**config.mk**
```make
export PLATFORM = sky130hd
export DESIGN_NAME = thermo_pattern_tx
export DESIGN_NICKNAME = d
export VERILOG_FILES = /design/src/rtl/thermo_pattern_tx.sv
export SDC_FILE = /design/constraint.sdc
export NUM_CORES = 1
export LEC_CHECK = 0
export CAP_MARGIN = 20
export CORE_MARGIN = 2
export CORE_UTILIZATION = 48
export DETAILED_ROUTE_END_ITERATION = 16
export GPL_TIMING_DRIVEN = 0
export PLACE_DENSITY = 0.74
export RECOVER_POWER = 100
export SYNTH_ARGS = -nofsm -noshare
export SYNTH_HDL_FRONTEND = slang
export SYNTH_SLANG_ARGS = --single-unit
```
**constraint.sdc**
```tcl
create_clock -name clk -period 2.3 [get_ports clk]
set_input_delay 0.46 -clock clk [delete_from_list [all_inputs] [get_ports clk]]
set_output_delay 0.46 -clock clk [all_outputs]
set_load 0.005 [all_outputs]
```
**src/rtl/thermo_pattern_tx.sv**
```systemverilog
// Serial thermometer-code generator: accepts a ones count and shifts out an N-bit
// pattern, LSB first, whose low 'count' bits are set.
module thermo_pattern_tx #(
    parameter int unsigned N  = 7,
    parameter int unsigned CW = 3
) (
    input  logic          clk,
    input  logic          rst,
    input  logic          start,
    input  logic [CW-1:0] count,
    output logic          ready,
    output logic          bit_out,
    output logic          bit_valid,
    output logic [CW-1:0] idx,
    output logic          done
);

    typedef enum logic [1:0] {
        StIdle,
        StShift,
        StDone
    } state_e;

    localparam logic [CW-1:0] NCount  = CW'(N);
    localparam logic [CW-1:0] LastIdx = CW'(N - 1);

    state_e        state_q;
    logic [CW-1:0] k_q;
    logic [CW-1:0] cnt_q;

    logic [CW-1:0] count_sat;
    logic [CW-1:0] k_next;

    // Counts above N would otherwise ask for more ones than the word can hold.
    assign count_sat = (count > NCount) ? NCount : count;
    assign k_next    = k_q + CW'(1);

    // All outputs are registered; each one is set up a cycle ahead of the state it reports.
    always_ff @(posedge clk or posedge rst) begin
        if (rst) begin
            state_q   <= StIdle;
            k_q       <= '0;
            cnt_q     <= '0;
            ready     <= 1'b1;
            bit_out   <= 1'b0;
            bit_valid <= 1'b0;
            idx       <= '0;
            done      <= 1'b0;
        end else begin
            case (state_q)
                StIdle: begin
                    if (start) begin
                        state_q   <= StShift;
                        cnt_q     <= count_sat;
                        k_q       <= '0;
                        ready     <= 1'b0;
                        bit_valid <= 1'b1;
                        idx       <= '0;
                        bit_out   <= ('0 < count_sat);
                    end
                end
                StShift: begin
                    if (k_q == LastIdx) begin
                        state_q   <= StDone;
                        bit_valid <= 1'b0;
                        bit_out   <= 1'b0;
                        idx       <= '0;
                        done      <= 1'b1;
                    end else begin
                        k_q     <= k_next;
                        idx     <= k_next;
                        bit_out <= (k_next < cnt_q);
                    end
                end
                StDone: begin
                    state_q <= StIdle;
                    done    <= 1'b0;
                    ready   <= 1'b1;
                end
                default: begin
                    state_q   <= StIdle;
                    ready     <= 1'b1;
                    bit_out   <= 1'b0;
                    bit_valid <= 1'b0;
                    idx       <= '0;
                    done      <= 1'b0;
                end
            endcase
        end
    end

endmodule
```
Word-level counts from Yosys, hierarchy flattened
Cells that the tools add are included.
- register bits: 15
- input bits: 6
- output and inout port bits: 7
- logic and storage cells: 49
- add/subtract/negate cells: 1
- magnitude comparators: 3
- equality and inequality tests: 6
- mux-type cells: 19
- bitwise gates (word level): 3
- reduce and logical (&&, ||, !) cells: 9
- operator list (operator ; count):
    3-bit two-way mux ; 4
    2-bit AND reduction ; 5
    3-bit one-hot mux with 3 select lines ; 1
    1-bit two-way mux ; 6
    2-bit != test, second input constant ; 3
    1-bit one-hot mux with 3 select lines ; 2
    3-bit one-hot mux with 2 select lines ; 1
    3-bit AND reduction ; 2
    2-bit two-way mux ; 2
    1-bit one-hot mux with 2 select lines ; 2
    2-bit one-hot mux with 2 select lines ; 1
    3-bit by 1-bit adder with 3-bit output, second input constant ; 1
    3-bit == test, second input constant ; 1
    3-bit greater-than comparator, second input constant ; 1
    1-bit by 3-bit < comparator with 1-bit output, first input constant ; 1
    3-bit < comparator ; 1
    1-bit inverter ; 3
    2-bit by 1-bit == test with 1-bit output, second input constant ; 1
    2-bit == test, second input constant ; 1
    2-bit logical NOT ; 1
    2-bit nonzero test ; 1

Depth between registers and ports, before layout
Gate-level depths: netlist of run 1.
- word-level depth: 5
- depth in mapped cells: 7

Worst setup path before layout of run 1
OpenSTA, ideal clock, no wires.
- path type: register -> register
- from: register k_q[0]
- to: register bit_out
- library setup time: 0.126 ns
- data arrival time: 1.509 ns
- slack: 0.665 ns
- stages on the path, launching flop included: 8
- clock period less this slack: 1.635 ns
- path through: dfrtp_1 > inv_1 > ha_1 > inv_1 > ha_1 > a21boi_0 > o21ai_0 > a221o_1
- longest elaborated chain between the ends: 4
- elaborated cells on any way between the ends: 5
- ends and longest elaborated chain (what ; line ; source):
    start: declaration ; 28 ; logic [CW-1:0] k_q;
    start signal: assignment ; 70 ; k_q <= k_next;
    3-bit by 1-bit adder with 3-bit output ; 36 ; assign k_next = k_q + CW'(1);
    3-bit < comparator ; 72 ; bit_out <= (k_next < cnt_q);
    1-bit two-way mux * ; 63 ; if (k_q == LastIdx) begin
    1-bit one-hot mux with 3 select lines * ; 50 ; case (state_q)
    end signal: assignment ; 59 ; bit_out <= ('0 < count_sat);
    end signal: assignment ; 72 ;
    end: declaration ; 12 ; output logic bit_out,
Mark *: on every way between the ends. The rest lies on a longest branch, timed or not.
A chain may end at the register's enable or synchronous reset.

Worst setup path after layout of run 1
- from: input start
- to: register cnt_q[0]
- longest elaborated chain between the ends: 1
- ends and longest elaborated chain (what ; line ; source):
    start: declaration ; 9 ; input logic start,
    2-bit AND reduction (no line) ; n/a ;
    end signal: assignment ; 54 ; cnt_q <= count_sat;
    end: declaration ; 29 ; logic [CW-1:0] cnt_q;
No other way between the ends.

==> results of run 1 <==
worst min path at each step:
stage / cells after the start / from / slack (ns) / to
after floorplan: 1 / rst / 0.36 / bit_out$_DFFE_PP0P_
after global placement: 2 / ready$_DFFE_PP1P_ / 0.45 / ready$_DFFE_PP1P_
after detailed placement: 2 / ready$_DFFE_PP1P_ / 0.45 / ready$_DFFE_PP1P_
after CTS: 2 / ready$_DFFE_PP1P_ / 0.46 / ready$_DFFE_PP1P_
after global routing: 2 / ready$_DFFE_PP1P_ / 0.48 / ready$_DFFE_PP1P_
final: 2 / ready$_DFFE_PP1P_ / 0.46 / ready$_DFFE_PP1P_
stage by stage:
step	hold WS [ns]	worst slack (ns)	instances	utilization	total power, mW
floorplan	0.361	0.665	62	-	0.841
finish	0.459	0.436	93	0.632	1.15
CTS	0.465	0.518	93	0.645	1.20
detailed placement	0.450	0.527	89	0.625	1.05
global route	0.479	0.287	93	0.632	1.26
global placement	0.447	0.528	89	0.625	1.04
cells in the final DEF (no fill, tap or decap), drive strengths merged:
cell type      instances
o22ai                  2
a21oi                  4
nor3                   1
nor2                   3
dfrtp                 14
xor2                   1
nand4b                 1
dlygate4sd3            9
nor3b                  1
nand3                  1
o2bb2ai                2
and2b                  1
a21boi                 1
o31a                   1
dfstp                  1
clkinv                 1
ha                     4
clkbuf                 3
mux2                   1
nand2                  6
o21ai                  4
inv                    7
a21o                   1
nand2b                 2
a32o                   1
clkdlybuf4s50          3
a221o                  1
and2                   1
state kept, by name, indices dropped and copies added (netlist names):
register   flops
bit_out        1
idx            3
bit_valid      1
ready          1
done           1
cnt_q          3
k_q            3
state_q        2
where the power goes:
| part | internal, mW | leakage, nW | total, mW | switching (mW) |
|---|---|---|---|---|
| Combinational | 0.276 | 0.199 | 0.523 | 0.248 |
| Clock | 0.0645 | 0.0177 | 0.148 | 0.0835 |
| Sequential | 0.396 | 0.182 | 0.475 | 0.0787 |
logic make-up (layout without fill, tap and decap cells):
kind of cell	Yosys count	count (layout)	synth area share
compound gates	17	17	0.173
xor+xnor	1	1	0.0126
fa+ha+maj	4	4	0.0721
buf+inv	7	23	0.0378
flops	15	15	0.542
mux	1	1	0.0162
simple gates	17	17	0.146
layer usage:
layer / vias to the layer above / share of wire
li1: 249 / -
met4: 0 / 0.012
met2: 9 / 0.42
met5: - / 0
met1: 215 / 0.52
met3: 2 / 0.040
area by class of cell:
class	count	area, µm²
flip-flops and latches	15	377
well taps	15	18.8
inverters	7	26.3
clock buffers	3	22.5
fillers	117	490
multi-input cells	40	274
clock inverters	1	5.00
repair buffers	12	120
worst max-delay path, delay by kind of cell:
kind,cells,cell delay (ns)
mux,1,0.41
simple gates,1,0.61
buf+inv,1,0.56
==> impl_metrics.env, run 1 <==
export IMPL_worst_hold_path_type="reg2reg"
export IMPL_crit_path_end="cnt_q[0]$_DFFE_PP0P_"
export IMPL_initial_utilization=0.521
export IMPL_ir_drop_v=0.000674
export IMPL_placed_cell_area_um2=833
export IMPL_hold_buffers=0
export IMPL_postCtsSetupBuffers=0
export IMPL_fp_row_count=13
export IMPL_rsz0062_at_grt="no"
export IMPL_fin_crit_ns=1.86
export IMPL_ys_flop_type="dfrtp_1"
export IMPL_p_leak_nw=0.399
export IMPL_ios=13
export IMPL_cts_sinks=15
export IMPL_grt_max_degree=16
export IMPL_vias_per_cell=5.11
export IMPL_syn_avg_cell_area_um2=11.2
export IMPL_routabilityCongestion=0.816
export IMPL_synth_cell_type_count=26
export IMPL_cts_tree="yes"
export IMPL_post_cts_resized=0
export IMPL_synth_top_area_frac=0.505
export IMPL_critPathArrivalTime_ns=2.04
export IMPL_use_met1=0.196
export IMPL_design_area_um2=843
export IMPL_drt_total_wl_mm=1.15
export IMPL_path_clk_slew_ns=0.09
export IMPL_syn_area_um2=694
export IMPL_crit_start="start"
export IMPL_antenna_found_initial=0
export IMPL_max_cap_violations=0
export IMPL_tightest_slew_ns=0.709
export IMPL_r2r_start="k_q[0]$_DFFE_PP0P_"
export IMPL_grt_pass1_vias=481
export IMPL_grt_use_met3=0.0431
export IMPL_die_area_um2=1770
export IMPL_rrSetupSlack_ns=0.53
export IMPL_area_growth_pct=21.4
export IMPL_skew_ns=0.00316
export IMPL_crit_required_ns=2.48
export IMPL_drv_slew=0
export IMPL_path_cells="dlygate4sd3_1 -> nor3b_1 -> mux2_2"
export IMPL_ys_warn_count=0
export IMPL_synth_seq_cells=15
export IMPL_synth_common_cells="14 x dfrtp_1, 7 x inv_1, 6 x nand2_1"
export IMPL_clk_latency_ns=0.28
export IMPL_synth_most_common_cell="dfrtp_1"
export IMPL_use_met2=0.244
export IMPL_finalSetupTns_ns=0
export IMPL_wire_per_inst_um=12.4
export IMPL_drtIter0Drc=5
export IMPL_reg2reg_to="bit_out$_DFFE_PP0P_"
export IMPL_grt_first_pass_wirelength_mm=2.06
export IMPL_htreeDepth=1
export IMPL_netlist_instances=62
export IMPL_slowest_stage="nor3b_1"
export IMPL_finalSetupViolCount=0
export IMPL_dr_total_vias=475
export IMPL_grt_busiest_layer="met2"
export IMPL_core_area_um2=1330
export IMPL_clock_root_buffer="clkbuf_4"
export IMPL_dieHeight_um=42.0
export IMPL_overflow=0
export IMPL_worstSetupStartpointType="input port"
export IMPL_status="completed"
export IMPL_cts_buffer_depth=2
export IMPL_port_buffers=12
export IMPL_synth_edff_count=0
export IMPL_fin_crit_sh=0.810
export IMPL_synth_area_top_cells="dfrtp_1 50%, ha_1 7.2%, dfstp_2 3.8%"
export IMPL_yosysSeqAreaShare=0.542
export IMPL_maxSlewHeadroom=0.526
export IMPL_synth_nets=72
export IMPL_antenna_cells=0
export IMPL_cts_buffers=3
export IMPL_drive_above_1_share=0.103
export IMPL_power_density_nw_per_um2=1360
export IMPL_drt_pass1_iter_count=2
export IMPL_nNetsFinal=89
export IMPL_place_hpwl_um=871
export IMPL_antenna_left=0
export IMPL_crit_type="in2reg"
export IMPL_drc_errors=0
export IMPL_fp_dieW_um=42.0
export IMPL_r2r_cells=7
export IMPL_hold_viol=0
export IMPL_yosys_area_top_type="dfrtp_1"
export IMPL_grt_usage=0.155
export IMPL_async_flop_share=1.00
export IMPL_critical_path_endpoint_type="register"
export IMPL_slowest_delay_ns=0.61
export IMPL_critPathMaxFanout=7
export IMPL_clock_fmax_mhz=537
(Power assumes the default switching activity.)
==> run 2, diff against run 1 <==
- clock period: 2.3 -> 1.9 ns (I/O delays scaled with it)
==> run 2 against run 1 <==
  * Design area is 0.89% higher
  * Sequential power increased by 21%
  * Sequential share of layout area is 0.39 points lower
  * Register-to-register slack got worse by 0.37 ns
  * Critical path depth decreased by 2
  * Via count grew 2.3%
  * Sequential cell count is the same
  * Clock skew shrank 0.0015 ns
  * Non-clock buffer count rose by 1
  * First-iteration DRC count shrank 40%
  * Largest cell class unchanged
  * Highest routed layer unchanged
==> impl_metrics.env, run 2 (synthesized netlist as in run 1, its figures left out) <==
export IMPL_crit_type="reg2out"
export IMPL_whs_ns=0.459
export IMPL_maxSlewHeadroom=0.525
export IMPL_switchingPower_mw=0.507
export IMPL_critical_path_endpoint_type="output port"
export IMPL_crit_required_ns=1.52
export IMPL_intPower_mw=0.905
export IMPL_cts_buffer_depth=2
export IMPL_cts_tree="yes"
export IMPL_drt_total_wl_mm=1.20
export IMPL_place_ws_ns=0.134
export IMPL_status="completed"
export IMPL_vias_per_cell=5.17
export IMPL_max_cap_violations=0
export IMPL_fin_crit_ns=1.75
export IMPL_switching_share=0.359
export IMPL_dp_cells=89
export IMPL_power_density_nw_per_um2=1660
export IMPL_dieHeight_um=42.0
export IMPL_slowest_delay_ns=0.56
export IMPL_port_buffers=12
export IMPL_path_cells="dlygate4sd3_1"
export IMPL_initial_utilization=0.521
export IMPL_biggestRegsByFlops="cnt_q (3), idx (3), k_q (3)"
export IMPL_nNetsFinal=90
export IMPL_pwr_share_seq=0.406
export IMPL_grt_usage=0.155
export IMPL_antenna_left=0
export IMPL_p_leak_nw=0.403
export IMPL_finalSetupViolCount=0
export IMPL_htreeDepth=1
export IMPL_grt_pass1_vias=481
export IMPL_routabilityCongestion=0.816
export IMPL_antenna_found_initial=0
export IMPL_overflow=0
export IMPL_clk_latency_ns=0.28
export IMPL_hold_buffers=0
export IMPL_critPathMaxFanout=2
export IMPL_pwr_share_comb=0.464
export IMPL_setup_ws_ns=0.149
export IMPL_hold_viol=0
export IMPL_area_growth_pct=22.5
export IMPL_drv_slew=0
export IMPL_post_cts_resized=0
export IMPL_mostFrequentLayoutCell="dfrtp_1"
export IMPL_critical_path_top_delay_family="buffers and inverters"
export IMPL_drt_pass1_iter_count=2
export IMPL_antenna_cells=0
export IMPL_drtIter0Drc=3
export IMPL_cts_sinks=15
export IMPL_dr_total_vias=486
export IMPL_cts_buffers=3
export IMPL_fin_crit_sh=0.921
export IMPL_clock_fmax_mhz=571
export IMPL_postCtsSetupBuffers=0
export IMPL_worstSetupStartpointType="register"
export IMPL_grt_first_pass_wirelength_mm=2.06
export IMPL_die_area_um2=1770
export IMPL_slowest_stage="dlygate4sd3_1"
export IMPL_worst_hold_path_type="reg2reg"
export IMPL_tightest_slew_ns=0.710
export IMPL_fillers=114
export IMPL_ir_drop_v=0.000803
export IMPL_fp_row_count=13
export IMPL_finalSetupTns_ns=0
export IMPL_mostFrequentLayoutCells="14 x dfrtp_1, 8 x dlygate4sd3_1, 7 x inv_1"
export IMPL_grt_max_degree=16
export IMPL_ios=13
export IMPL_wire_per_inst_um=12.8
export IMPL_placed_cell_area_um2=833
export IMPL_design_area_um2=851
export IMPL_path_clk_slew_ns=0.09
export IMPL_drive_above_1_share=0.114
export IMPL_drc_errors=0
export IMPL_critPathArrivalTime_ns=1.37
export IMPL_rsz0062_at_grt="no"
export IMPL_fp_dieW_um=42.0
export IMPL_place_hpwl_um=871
export IMPL_core_area_um2=1330
export IMPL_clock_root_buffer="clkbuf_4"
export IMPL_p_clk_frac=0.130
export IMPL_skew_ns=0.00162
export IMPL_critPathBufInv=1
export IMPL_finalNonFillerCells=94
## run 2: changes by cell type in the layout (fill, tap and decap cells not counted)
cell	change
clkdlybuf4s50_1	+1
dlygate4sd3_1	-1
buf_4	+1
## run 2: layout make-up
cell class / instances / area [µm²] / share of cell area
clock buffer: 3 / 22.5 / 0.0265
clock inverter: 1 / 5.00 / 0.00588
inverter: 7 / 26.3 / 0.0309
multi-input combinational: 40 / 274 / 0.322
sequential: 15 / 377 / 0.443
tap: 15 / 18.8 / 0.0221
timing repair buffer: 13 / 128 / 0.150
## run 2: worst min-delay path: cells and delay by family (launching register included)
kind	cells	cell delay (ns)
flip-flops	1	0.38
AND/OR/NAND/NOR	2	0.09
## run 2: stage by stage
stage | power (mW) | util
global route | 1.54 | 0.638
detailed placement | 1.27 | 0.625
floorplan | 1.02 | -
finish | 1.41 | 0.638
global placement | 1.26 | 0.625
CTS | 1.46 | 0.645
## run 2: power by group through the flow
stage	clock network, mW	logic [mW]	registers [mW]
finish	0.184	0.655	0.573
global route	0.200	0.745	0.598
CTS	0.187	0.684	0.587
detailed placement	0	0.680	0.594
global placement	0	0.668	0.591
floorplan	0	0.433	0.585
## run 2: path summary, 6_finish.rpt
| kind | end | slack (ns) | startpoint | depth (start not counted) |
|---|---|---|---|---|
| max | ready | 0.15 | ready$_DFFE_PP1P_ | 1 |
| min | ready$_DFFE_PP1P_ | 0.46 | ready$_DFFE_PP1P_ | 2 |
| max reg2reg | bit_out$_DFFE_PP0P_ | 0.16 | k_q[0]$_DFFE_PP0P_ | 7 |
| min reg2reg | ready$_DFFE_PP1P_ | 0.46 | ready$_DFFE_PP1P_ | 2 |
| max in group asynchronous | ready$_DFFE_PP1P_ | 0.94 | rst | 2 |
| min in group asynchronous | idx[0]$_DFFE_PP0P_ | 0.58 | rst | 2 |
## run 2: layer usage
layer,global-route usage,share of wire,wire [µm],vias up
met5,0,0,0,-
met4,0.0750,0.012,14,0
li1,-,-,-,250
met3,0.0431,0.046,55,2
met1,0.196,0.51,615,225
met2,0.244,0.43,516,9
